## src/rtl/pieo_sched_pkg.sv

```systemverilog
// Shared scheduler definitions: turn FSM states and token-bucket width derivation.
package pieo_sched_pkg;

  typedef enum logic [1:0] {
    StIdle  = 2'd0,
    StSend  = 2'd1,
    StCheck = 2'd2
  } state_e;

  // Integer part (packet length bytes) plus fractional token bits.
  function automatic int unsigned tb_width(input int unsigned pkt_len_width,
                                           input int unsigned tb_scale);
    return pkt_len_width + tb_scale;
  endfunction

endpackage

```

## src/rtl/pieo_token_bucket.sv

```systemverilog
// Per-queue signed token bucket: single-cycle add/subtract with saturation and eligibility.
module pieo_token_bucket
  import pieo_sched_pkg::*;
#(
  parameter int unsigned PKT_LEN_WIDTH = 16,
  parameter int unsigned TB_SCALE      = 4,
  localparam int unsigned TB_WIDTH     = tb_width(PKT_LEN_WIDTH, TB_SCALE)
) (
  input  logic                       clk,
  input  logic                       rst_n,
  input  logic                       shaping,
  input  logic                       refill,
  input  logic                       grant,
  input  logic                       consume,
  input  logic                       clear,
  input  logic [PKT_LEN_WIDTH-1:0]   max_rate,
  input  logic [PKT_LEN_WIDTH-1:0]   quantum,
  input  logic [PKT_LEN_WIDTH-1:0]   max_burst,
  input  logic [PKT_LEN_WIDTH-1:0]   pkt_len,
  output logic signed [TB_WIDTH:0]   tb_next,
  output logic                       eligible
);

  // Three guard bits cover bucket + refill + quantum without overflow.
  localparam int unsigned SumW = TB_WIDTH + 3;

  // Rate is expressed in bytes per tick, so it is scaled like the other byte operands.
  function automatic logic signed [SumW-1:0] scale(input logic [PKT_LEN_WIDTH-1:0] v);
    return $signed({3'b000, v, {TB_SCALE{1'b0}}});
  endfunction

  logic signed [TB_WIDTH:0] tb_q;
  logic signed [TB_WIDTH:0] tb_tokens;
  logic signed [SumW-1:0]   inc, dec, sum, cap, floor_v;

  always_comb begin
    inc = '0;
    if (refill && shaping) inc = inc + scale(max_rate);
    if (grant) inc = inc + scale(quantum);
    dec     = consume ? scale(pkt_len) : '0;
    cap     = scale(max_burst);
    floor_v = $signed({{3{1'b1}}, {TB_WIDTH{1'b0}}});
    sum     = $signed({{2{tb_q[TB_WIDTH]}}, tb_q}) + inc - dec;
    if (sum > cap) begin
      tb_next = cap[TB_WIDTH:0];
    end else if (sum < floor_v) begin
      tb_next = floor_v[TB_WIDTH:0];
    end else begin
      tb_next = sum[TB_WIDTH:0];
    end
  end

  always_ff @(posedge clk or negedge rst_n) begin
    if (!rst_n) begin
      tb_q <= '0;
    end else if (clear) begin
      tb_q <= '0;
    end else begin
      tb_q <= tb_next;
    end
  end

  assign tb_tokens = tb_q >>> TB_SCALE;
  assign eligible  = ~shaping | (tb_tokens >= $signed({{(TB_SCALE+1){1'b0}}, pkt_len}));

endmodule

```

## src/rtl/pieo_post_deq_shaper.sv

```systemverilog
// Post-dequeue DRR/shaping stage: serves one PIEO-selected queue per turn and
// tracks per-queue deficit or rate tokens.
module pieo_post_deq_shaper
  import pieo_sched_pkg::*;
#(
  parameter int unsigned PKT_LEN_WIDTH = 16,
  parameter int unsigned TB_SCALE      = 4,
  parameter int unsigned NUM_QUEUES    = 8,
  parameter int unsigned ID_LOG        = $clog2(NUM_QUEUES),
  parameter int unsigned RANK_LOG      = 1,
  parameter int unsigned TIME_LOG      = 1,
  parameter int unsigned REFILL_DIV    = 16,
  parameter int unsigned MAX_PKTS      = 0
) (
  input  logic                                clk,
  input  logic                                rst_n,
  input  logic                                en_in,
  input  logic                                deq_valid,
  input  logic [ID_LOG+RANK_LOG+TIME_LOG-1:0] deq_element,
  output logic                                post_deq_ready,
  input  logic [NUM_QUEUES-1:0]               fifo_tvalid,
  input  logic [NUM_QUEUES-1:0]               pe_tlast,
  input  logic [NUM_QUEUES*PKT_LEN_WIDTH-1:0] fifo_packet_length,
  input  logic [NUM_QUEUES*PKT_LEN_WIDTH-1:0] fifo_drr_quantum,
  input  logic [NUM_QUEUES*PKT_LEN_WIDTH-1:0] fifo_max_burst,
  input  logic [NUM_QUEUES-1:0]               fifo_enable_shaping,
  input  logic [NUM_QUEUES*PKT_LEN_WIDTH-1:0] fifo_max_rate,
  output logic [NUM_QUEUES-1:0]               tb_fifo_eligible,
  output logic [NUM_QUEUES-1:0]               post_deq_end,
  output logic [ID_LOG-1:0]                   sel_out,
  output logic                                en_out
);

  localparam int unsigned TB_WIDTH = tb_width(PKT_LEN_WIDTH, TB_SCALE);
  localparam int unsigned DivW     = (REFILL_DIV > 1) ? $clog2(REFILL_DIV) : 1;
  localparam int unsigned CntW     = 16;

  state_e                   state_q, state_d;
  logic [ID_LOG-1:0]        sel_q, sel_d, deq_id;
  logic                     en_q;
  logic [NUM_QUEUES-1:0]    end_q, end_d;
  logic [CntW-1:0]          cnt_q, cnt_d;
  logic [DivW-1:0]          div_q;
  logic                     refill, id_ok, accept_ok, turn_end, clr_sel, exhausted, max_hit;
  logic                     tlast_sel, tvalid_sel;
  logic [NUM_QUEUES-1:0]    sel_hot, grant, consume, clear;
  logic signed [TB_WIDTH:0] tb_next [NUM_QUEUES];
  logic signed [TB_WIDTH:0] tb_sel;
  logic                     unused_elem;

  assign deq_id      = deq_element[ID_LOG-1:0];
  assign unused_elem = ^deq_element[ID_LOG+RANK_LOG+TIME_LOG-1:ID_LOG];
  assign id_ok       = 32'(deq_id) < NUM_QUEUES;
  assign accept_ok   = (state_q == StIdle) && en_in && deq_valid && id_ok;
  assign refill      = (div_q == DivW'(REFILL_DIV - 1));

  always_comb begin
    sel_hot = '0;
    tb_sel  = '0;
    grant   = '0;
    for (int i = 0; i < NUM_QUEUES; i++) begin
      if (sel_q == ID_LOG'(i)) begin
        sel_hot[i] = 1'b1;
        tb_sel     = tb_next[i];
      end
      grant[i] = accept_ok && (deq_id == ID_LOG'(i)) && !fifo_enable_shaping[i];
    end
  end

  assign tlast_sel  = |(pe_tlast & sel_hot);
  assign tvalid_sel = |(fifo_tvalid & sel_hot);
  assign consume    = (state_q == StSend) ? (pe_tlast & sel_hot) : '0;
  assign clear      = clr_sel ? (sel_hot & ~fifo_enable_shaping) : '0;
  assign exhausted  = tb_sel[TB_WIDTH] | (tb_sel == '0);
  assign max_hit    = (MAX_PKTS != 0) && (cnt_d == CntW'(MAX_PKTS));

  always_comb begin
    state_d  = state_q;
    sel_d    = sel_q;
    cnt_d    = cnt_q;
    end_d    = '0;
    turn_end = 1'b0;
    clr_sel  = 1'b0;
    unique case (state_q)
      StIdle: begin
        if (accept_ok) begin
          sel_d   = deq_id;
          cnt_d   = '0;
          state_d = StSend;
        end
      end
      StSend: begin
        if (tlast_sel) begin
          cnt_d = cnt_q + CntW'(1);
          if (exhausted || max_hit || !en_in) begin
            turn_end = 1'b1;
            clr_sel  = !en_in;
          end else begin
            state_d = StCheck;
          end
        end
      end
      StCheck: begin
        if (tvalid_sel) begin
          state_d = StSend;
        end else begin
          turn_end = 1'b1;
          clr_sel  = 1'b1;
        end
      end
      default: state_d = StIdle;
    endcase
    if (turn_end) begin
      state_d = StIdle;
      end_d   = sel_hot;
    end
  end

  always_ff @(posedge clk or negedge rst_n) begin
    if (!rst_n) begin
      state_q <= StIdle;
      sel_q   <= '0;
      en_q    <= 1'b0;
      end_q   <= '0;
      cnt_q   <= '0;
      div_q   <= '0;
    end else begin
      state_q <= state_d;
      sel_q   <= sel_d;
      en_q    <= (state_d == StSend);
      end_q   <= end_d;
      cnt_q   <= cnt_d;
      div_q   <= refill ? '0 : div_q + DivW'(1);
    end
  end

  for (genvar i = 0; i < NUM_QUEUES; i++) begin : g_bucket
    pieo_token_bucket #(
      .PKT_LEN_WIDTH(PKT_LEN_WIDTH),
      .TB_SCALE     (TB_SCALE)
    ) u_tb (
      .clk      (clk),
      .rst_n    (rst_n),
      .shaping  (fifo_enable_shaping[i]),
      .refill   (refill),
      .grant    (grant[i]),
      .consume  (consume[i]),
      .clear    (clear[i]),
      .max_rate (fifo_max_rate[i*PKT_LEN_WIDTH +: PKT_LEN_WIDTH]),
      .quantum  (fifo_drr_quantum[i*PKT_LEN_WIDTH +: PKT_LEN_WIDTH]),
      .max_burst(fifo_max_burst[i*PKT_LEN_WIDTH +: PKT_LEN_WIDTH]),
      .pkt_len  (fifo_packet_length[i*PKT_LEN_WIDTH +: PKT_LEN_WIDTH]),
      .tb_next  (tb_next[i]),
      .eligible (tb_fifo_eligible[i])
    );
  end

  assign post_deq_ready = (state_q == StIdle);
  assign sel_out        = sel_q;
  assign en_out         = en_q;
  assign post_deq_end   = end_q;

endmodule

```

## config.mk

```make
export PLATFORM = sky130hd
export DESIGN_NAME = pieo_post_deq_shaper
export DESIGN_NICKNAME = d
export VERILOG_FILES = /design/src/rtl/pieo_sched_pkg.sv /design/src/rtl/pieo_token_bucket.sv /design/src/rtl/pieo_post_deq_shaper.sv
export SDC_FILE = /design/constraint.sdc
export NUM_CORES = 2
export LEC_CHECK = 0
export CAP_MARGIN = 40
export CORE_AREA = 2 2 262 264
export DETAILED_ROUTE_END_ITERATION = 6
export DIE_AREA = 0 0 264 266
export PLACE_DENSITY = 0.79
export SLEW_MARGIN = 25
export SYNTH_ARGS = -nofsm -noshare
export SYNTH_HDL_FRONTEND = slang
export SYNTH_SLANG_ARGS = --single-unit
```

## constraint.sdc

```tcl
create_clock -name clk -period 9.2 [get_ports clk]
set_clock_uncertainty 0.2 [all_clocks]
set_input_delay 2.3 -clock clk [delete_from_list [all_inputs] [get_ports clk]]
set_output_delay 2.3 -clock clk [all_outputs]
set_load 0.05 [all_outputs]
```

After elaboration in Yosys (flattened, before gate mapping) --
Index checks and enable logic that the tools add are counted.
Storage, ports and cells: bits in registers 186, bits of input ports 545, output and inout bits 21, logic and storage cells 225
Operators by class: add/subtract/negate cells 25, magnitude comparators 24, equality and inequality tests 18, muxes and demuxes 81, bitwise gates (word level) 21, reduce and logical (&&, ||, !) cells 43
Operators by type and width (number):
- $mux 21 | 32
- $mux 20 | 16
- $add 21x23->23 | 8
- $gt 23x21->1 | 8
- $lt 23x21->1 const B | 8
- $mux 23 | 8
- $sub 23x23->23 | 8
- $add 20x20->21 | 8
- $ge 17x17->1 | 8
- $logic_and 1x1->1 | 26
- $and 8x8->8 | 3
- $eq 3x3->1 const B | 8
- $mux 8 | 3
- $logic_not 21->1 | 1
- $reduce_or 8->1 | 2
- $mux 1 | 13
- $eq 3x2->1 const B | 4
- $mux 2 | 5
- $logic_not 1->1 | 9
- $or 1x1->1 | 9
- $not 1->1 | 8
- $not 8->8 | 1
- $eq 3x1->1 const B | 2
- $logic_not 3->1 | 2
- other kinds (10) | 12

Logic depth before layout (Yosys ltp) --
word-level depth 27, gate-level depth with buffers 49, depth with buffers taken out 44

Hierarchy --
Synthesis repeated with hierarchy kept, for this count alone.
Unflattened totals: cells, all modules 4645, area, all modules 37126.9 um^2
By module, submodules not included:
- pieo_token_bucket at g_bucket[0].u_tb ... | times used 2, cells each 549, area each 4470.5 um^2, seq. area each 525.5 um^2
- pieo_token_bucket at g_bucket[5].u_tb ... | times used 2, cells each 529, area each 4251.6 um^2, seq. area each 525.5 um^2
- pieo_token_bucket at g_bucket[3].u_tb | times used 1, cells each 584, area each 4563.1 um^2, seq. area each 525.5 um^2
- pieo_token_bucket at g_bucket[7].u_tb | times used 1, cells each 583, area each 4466.8 um^2, seq. area each 525.5 um^2
- pieo_token_bucket at g_bucket[2].u_tb | times used 1, cells each 537, area each 4341.7 um^2, seq. area each 525.5 um^2
- pieo_token_bucket at g_bucket[4].u_tb | times used 1, cells each 537, area each 4329.2 um^2, seq. area each 525.5 um^2
- pieo_post_deq_shaper | times used 1, cells each 248, area each 1981.9 um^2, seq. area each 450.4 um^2

Worst setup path after synthesis --
Ideal clock, no wire load.
kind input to register, from input fifo_enable_shaping[0], to register state_q[0], setup time 88 ps, arrival 10850 ps, required time 8912 ps, slack -1939 ps, stages on the path 43, path buffers 6, cells stage by stage and4_1 -> clkbuf_1 -> clkbuf_1 -> clkbuf_1 -> and2_1 -> ha_1 -> a21o_1 -> a31oi_1 -> nor2_1 -> maj3_1 -> a32o_1 -> a21oi_1 -> o22ai_1 -> a2111oi_0 -> nor2_1 -> xor2_1 -> a21o_1 -> fa_1 -> (+7 left out) -> ha_1 -> nand4_1 -> or3_1 -> nor4_1 -> a21oi_1 -> a211oi_1 -> nand4_1 -> o22ai_1 -> clkbuf_1 -> nand2_1 -> nor2_1 -> o31ai_1 -> a32o_1 -> nand4_1 -> o21ai_0 -> a32oi_1 -> buf_2 -> nor3b_1
Between the ends: word-level cells in the longest chain between the ends 24, elaborated cells on any way between the ends 30, those cells by class add/sub: 3; order compare: 2; mux: 19; bitwise: 1; reduce/logical: 5
Ends and longest elaborated chain:
- start, declared | line pieo_post_deq_shaper.sv:26 | input logic [NUM_QUEUES-1:0] fifo_enable_shaping,
- $logic_and 1x1->1 | line pieo_token_bucket.sv:38 | if (refill && shaping) inc = inc + scale(max_rate);
- $mux 20 | line pieo_token_bucket.sv:38
- $add 20x20->21 | line pieo_token_bucket.sv:39 | if (grant) inc = inc + scale(quantum);
- $mux 23 (*) | line pieo_token_bucket.sv:39
- $add 21x23->23 (*) | line pieo_token_bucket.sv:43 | sum = $signed({{2{tb_q[TB_WIDTH]}}, tb_q}) + inc - dec;
- $sub 23x23->23 (*) | line pieo_token_bucket.sv:43
- $lt 23x21->1 | line pieo_token_bucket.sv:46 | end else if (sum < floor_v) begin
- $mux 21 | line pieo_token_bucket.sv:46
- (+9 left out)
- $logic_not 21->1 | line pieo_post_deq_shaper.sv:74 | assign exhausted = tb_sel[TB_WIDTH] | (tb_sel == '0);
- $or 1x1->1 (*) | line pieo_post_deq_shaper.sv:74
- $logic_or 1x1->1 (*) | line pieo_post_deq_shaper.sv:95 | if (exhausted || max_hit || !en_in) begin
- $mux 2 or $mux 1 (tied branches) | line pieo_post_deq_shaper.sv:95
- $mux 2 or $mux 1 (tied branches) | line pieo_post_deq_shaper.sv:93 | if (tlast_sel) begin
- $pmux 2 s3 or $pmux 1 s2 (tied branches) | line pieo_post_deq_shaper.sv:84 | unique case (state_q)
- $mux 2 (*) | line pieo_post_deq_shaper.sv:113 | if (turn_end) begin
- via state_d[0] | line pieo_post_deq_shaper.sv:38 | state_e state_q, state_d;
- end signal, assigned | line pieo_post_deq_shaper.sv:121 | state_q <= StIdle;
- end signal, assigned | line pieo_post_deq_shaper.sv:128 | state_q <= state_d;
- end, declared | line pieo_post_deq_shaper.sv:38
Mark *: on every way through the listed nets, which the timed path passes. The rest lies on a longest branch. A chain may end at the register's enable or synchronous reset.

Final worst setup path --
from input fifo_drr_quantum[48], to register end_q[0], in the netlist post_deq_end[0]
Between the ends: word-level cells in the longest chain between the ends 19, elaborated cells on any way between the ends 20, those cells by class add/sub: 3; order compare: 2; mux: 12; bitwise: 1; reduce/logical: 2
Ends and longest elaborated chain:
- start, declared | line pieo_post_deq_shaper.sv:24 | input logic [NUM_QUEUES*PKT_LEN_WIDTH-1:0] fifo_drr_quantum,
- $add 20x20->21 (*) | line pieo_token_bucket.sv:39
- $mux 23 (*) | line pieo_token_bucket.sv:39
- $add 21x23->23 (*) | line pieo_token_bucket.sv:43
- $sub 23x23->23 (*) | line pieo_token_bucket.sv:43
- $lt 23x21->1 | line pieo_token_bucket.sv:46
- $mux 21 | line pieo_token_bucket.sv:46
- $mux 21 (*) | line pieo_token_bucket.sv:44 | if (sum > cap) begin
- $mux 21 (*) (5 in a row) | line pieo_post_deq_shaper.sv:62 | if (sel_q == ID_LOG'(i)) begin
- $logic_not 21->1 | line pieo_post_deq_shaper.sv:74
- $or 1x1->1 (*) | line pieo_post_deq_shaper.sv:74
- $logic_or 1x1->1 (*) | line pieo_post_deq_shaper.sv:95
- $mux 1 (*) | line pieo_post_deq_shaper.sv:95
- $mux 1 (*) | line pieo_post_deq_shaper.sv:93
- $pmux 1 s2 (*) | line pieo_post_deq_shaper.sv:84
- $mux 8 (*) | line pieo_post_deq_shaper.sv:113
- via end_d[0] | line pieo_post_deq_shaper.sv:41 | logic [NUM_QUEUES-1:0] end_q, end_d;
- end signal, assigned | line pieo_post_deq_shaper.sv:131 | end_q <= end_d;
- end, declared | line pieo_post_deq_shaper.sv:41
Marks and branches as above.

==> flow_metrics.tcl <==
set metrics [dict create \
    routedWlPerCell_um 20.6 \
    track_usage 0.384 \
    overflow 0 \
    final_layout_size_suffix_gt1_frac 0.270 \
    cap_violations 0 \
    multi_input_area_mm2 0.0293 \
    arrival_ps 10600 \
    core-area_mm2 0.0677 \
    total_leakage_power_uw 0.0260 \
    syn_nets 5599 \
    die_area_mm2 0.0702 \
    grt_max_degree 60 \
    period_minus_slack_ps 10410 \
    cts_made_buffers 17 \
    p_int_uw 12000 \
    status "finished with violations" \
    worst_pin_slew_ps 887 \
    dp.final_hpwl_um 112000 \
    htree_num_levels 4 \
    path_max_fanout 6 \
    regArea_mm2 0.00465 \
    end_kind "register" \
    critPathKind "primary input to register" \
    synth_area_per_cell_um2 7.82 \
    drt-total-wl_um 143000 \
    postRouteAntennaNets 0 \
    drcViolationCount 0 \
    max_freq_ghz 0.0960 \
    dr.pass1.iters 6 \
    clk_path_buf_depth 2 \
    ios 566 \
    netlist_instances 4353 \
    p_switching_uw 11200 \
    numPortBuffers 563 \
    synth_edf_count 0 \
    synth-seq-cells 186 \
    start_util 0.503 \
    irDropWorstVdd_v 0.000511 \
    antenna_found_initial 45 \
    vias_per_cell 5.86 \
    ys_warn_count 0 \
    cp_common_cell "buf_4" \
    via_count 40600 \
    grt_pass1_vias 40900 \
    min_path_type "register to register" \
    power-per-cell-area_mw_per_mm2 444 \
    numClockSinks 186 \
    die_w_um 264 \
    slowest_delay_ps 520 \
    cts-root-buf "clkbuf_16" \
    cts.clk_slew.worst_paths_ps 70 \
    power_switching_share 0.483 \
    cp_data_required_time_ps 9380 \
    worst_setup_path_start_kind "primary input" \
    pre_cts_ws_ps -2600 \
    seqPwrFrac 0.063 \
    max_slew_margin 0.406 \
    gp_congestion 0.990 \
    row_count 96 \
    synthFlopType "dfrtp_1" \
    synth-async-reset-ratio 1.00 \
    clock_latency_ps 510 \
    synth.distinct_cells 88 \
    power_frac_comb 0.901 \
    crit_slowest_cell "fa_1" \
    syn-cell-area_mm2 0.0340 \
    fp.dieH_um 266 \
    final_util 0.770 \
    grt_pass1_wl_um 214000 \
    setup_violations 13 \
    syn_to_final_growth_pct 53.2 \
    cts_tree "yes" \
    final_nets 7244 \
    finalHoldViolCount 0 \
    rsz0062_at_grt "true" \
    clockPowerShare 0.036 \
    drt_first_iter_violations 3134 \
    seq_area_frac_synth 0.137 \
    fin_ws_ps -1210 \
    drv_slew 0 \
    nFillCells 4822 \
    post-route-period-util 1.13 \
    violations "setup timing" \
]
[cell families after synthesis]
kind of cell,Yosys count,synth area share
and+or+nand+nor,1365,0.199
AOI/OAI and AO/OA,1278,0.246
adders and majority gates,704,0.290
buffers and inverters,585,0.0655
xor gates and xnor gates,208,0.0535
DFF,186,0.137
muxes,27,0.00904
[layout make-up]
type,count,share of cell area
well taps,882,0.0212
multi-input cells,3583,0.562
diodes,34,0.00163
repair buffers,1745,0.281
clock inverters,12,0.00264
inverters,465,0.0335
clock buffers,20,0.00876
flip-flops and latches,186,0.0893
[power by group through the flow]
stage	logic [uW]	registers [uW]	clock network [uW]
2_1_floorplan	10200	1440	0
3_3_place_gp	17900	1460	0
3_5_place_dp	18200	1470	0
4_1_cts	19200	1460	829
5_1_grt	22600	1500	855
6_report	20900	1460	823
[layout by cell type, fill, tap and decap left out, types with 16 or more instances in the layout]
master,n
buf_4,1152
clkdlybuf4s50_1,542
ha_1,525
inv_1,463
nand2_1,361
nor2_1,319
a21oi_1,252
dfrtp_1,186
o21ai_0,180
a21o_1,144
xnor2_1,142
fa_1,138
and3_1,113
a22oi_1,95
o21bai_1,71
o21a_1,70
nand4_1,66
a21oi_2,64
nand3_1,58
nor2b_1,52
xor2_1,50
nor3_1,50
and2_1,49
nand2b_1,46
or3_1,41
diode_2,34
o21ai_2,33
o21ai_1,31
ha_4,30
a211oi_1,27
o211ai_1,25
a31oi_1,24
o31ai_1,23
nor3b_1,22
buf_6,20
nor3_2,19
nor4_1,19
clkbuf_16,17
nand3b_1,16
[metal layers]
| metal | GRT usage | wire [um] | part of all wire |
|---|---|---|---|
| met1 | 0.455 | 55500 | 0.39 |
| met2 | 0.653 | 67600 | 0.47 |
| met3 | 0.0828 | 11400 | 0.080 |
| met4 | 0.199 | 8100 | 0.057 |
| met5 | 0 | 219 | 0.0015 |
[worst paths after layout]
path	startpoint	end	slack [ps]	cells after the start
setup reg to reg	div_q[0]$_DFF_PN0_	post_deq_end[0]$_DFF_PN0_	-300	53
max in group asynchronous	rst_n	g_bucket[4].u_tb.tb_q[4]$_DFF_PN0_	6060	3
min in group asynchronous	rst_n	g_bucket[4].u_tb.tb_q[18]$_DFF_PN0_	1550	1
hold / removal	g_bucket[0].u_tb.tb_q[0]$_DFF_PN0_	g_bucket[0].u_tb.tb_q[0]$_DFF_PN0_	300	1
setup / recovery	fifo_drr_quantum[48]	post_deq_end[0]$_DFF_PN0_	-1210	50
hold reg to reg	g_bucket[0].u_tb.tb_q[0]$_DFF_PN0_	g_bucket[0].u_tb.tb_q[0]$_DFF_PN0_	300	1
[synthesized netlist by cell type (54+ instances only)]
master,instances,share of area
nand3_1,64,0.0094
nand2_1,369,0.041
a22oi_1,106,0.023
a21oi_1,322,0.047
fa_1,144,0.085
nor3_1,70,0.010
a21o_1,144,0.032
o21bai_1,75,0.017
inv_1,465,0.051
o21ai_0,240,0.035
nor2_1,336,0.037
nor2b_1,59,0.011
dfrtp_1,186,0.14
xor2_1,54,0.014
o21a_1,70,0.015
and2_1,56,0.010
and3_1,121,0.022
ha_1,557,0.20
nand4_1,66,0.012
clkbuf_1,105,0.012
xnor2_1,154,0.040
[worst max-delay path, delay by kind of cell]
kind | cells | cell delay (ps)
fa+ha+maj | 4 | 1380
simple gates | 7 | 850
compound gates | 21 | 3540
buf+inv | 18 | 2530
[repair_timing]
item / 4_1_cts / 5_1_grt
pin swaps: 195 / 209
hold buffers: 0 / 0
endpoints found under the setup margin: 131 / 155
cloned: 1 / 3
gates resized for setup: 226 / 247
setup buffers: 118 / 41
hold endpoints to repair: 0 / 0
[stage by stage]
step | hold slack (ps) | setup TNS [ps] | cells | total power [uW] | instance area [um2]
after CTS | 294 | -8760 | 6848 | 21500 | 50600
after global placement | 271 | -118990 | 6693 | 19400 | 48300
after detailed placement | 277 | -149490 | 6697 | 19700 | 48400
after global routing | 306 | -27840 | 6915 | 24900 | 52100
final | 295 | -13060 | 6927 | 23200 | 52100
after floorplan | 254 | -9960 | 4353 | 11600 | 34400
[registers in the layout, indices dropped and copies added (netlist names)]
signal	cells
g_bucket.u_tb.tb_q	168
post_deq_end	8
div_q	4
state_q	2
en_out	1
sel_out	3
No activity file was read; power rests on OpenSTA's default activity.
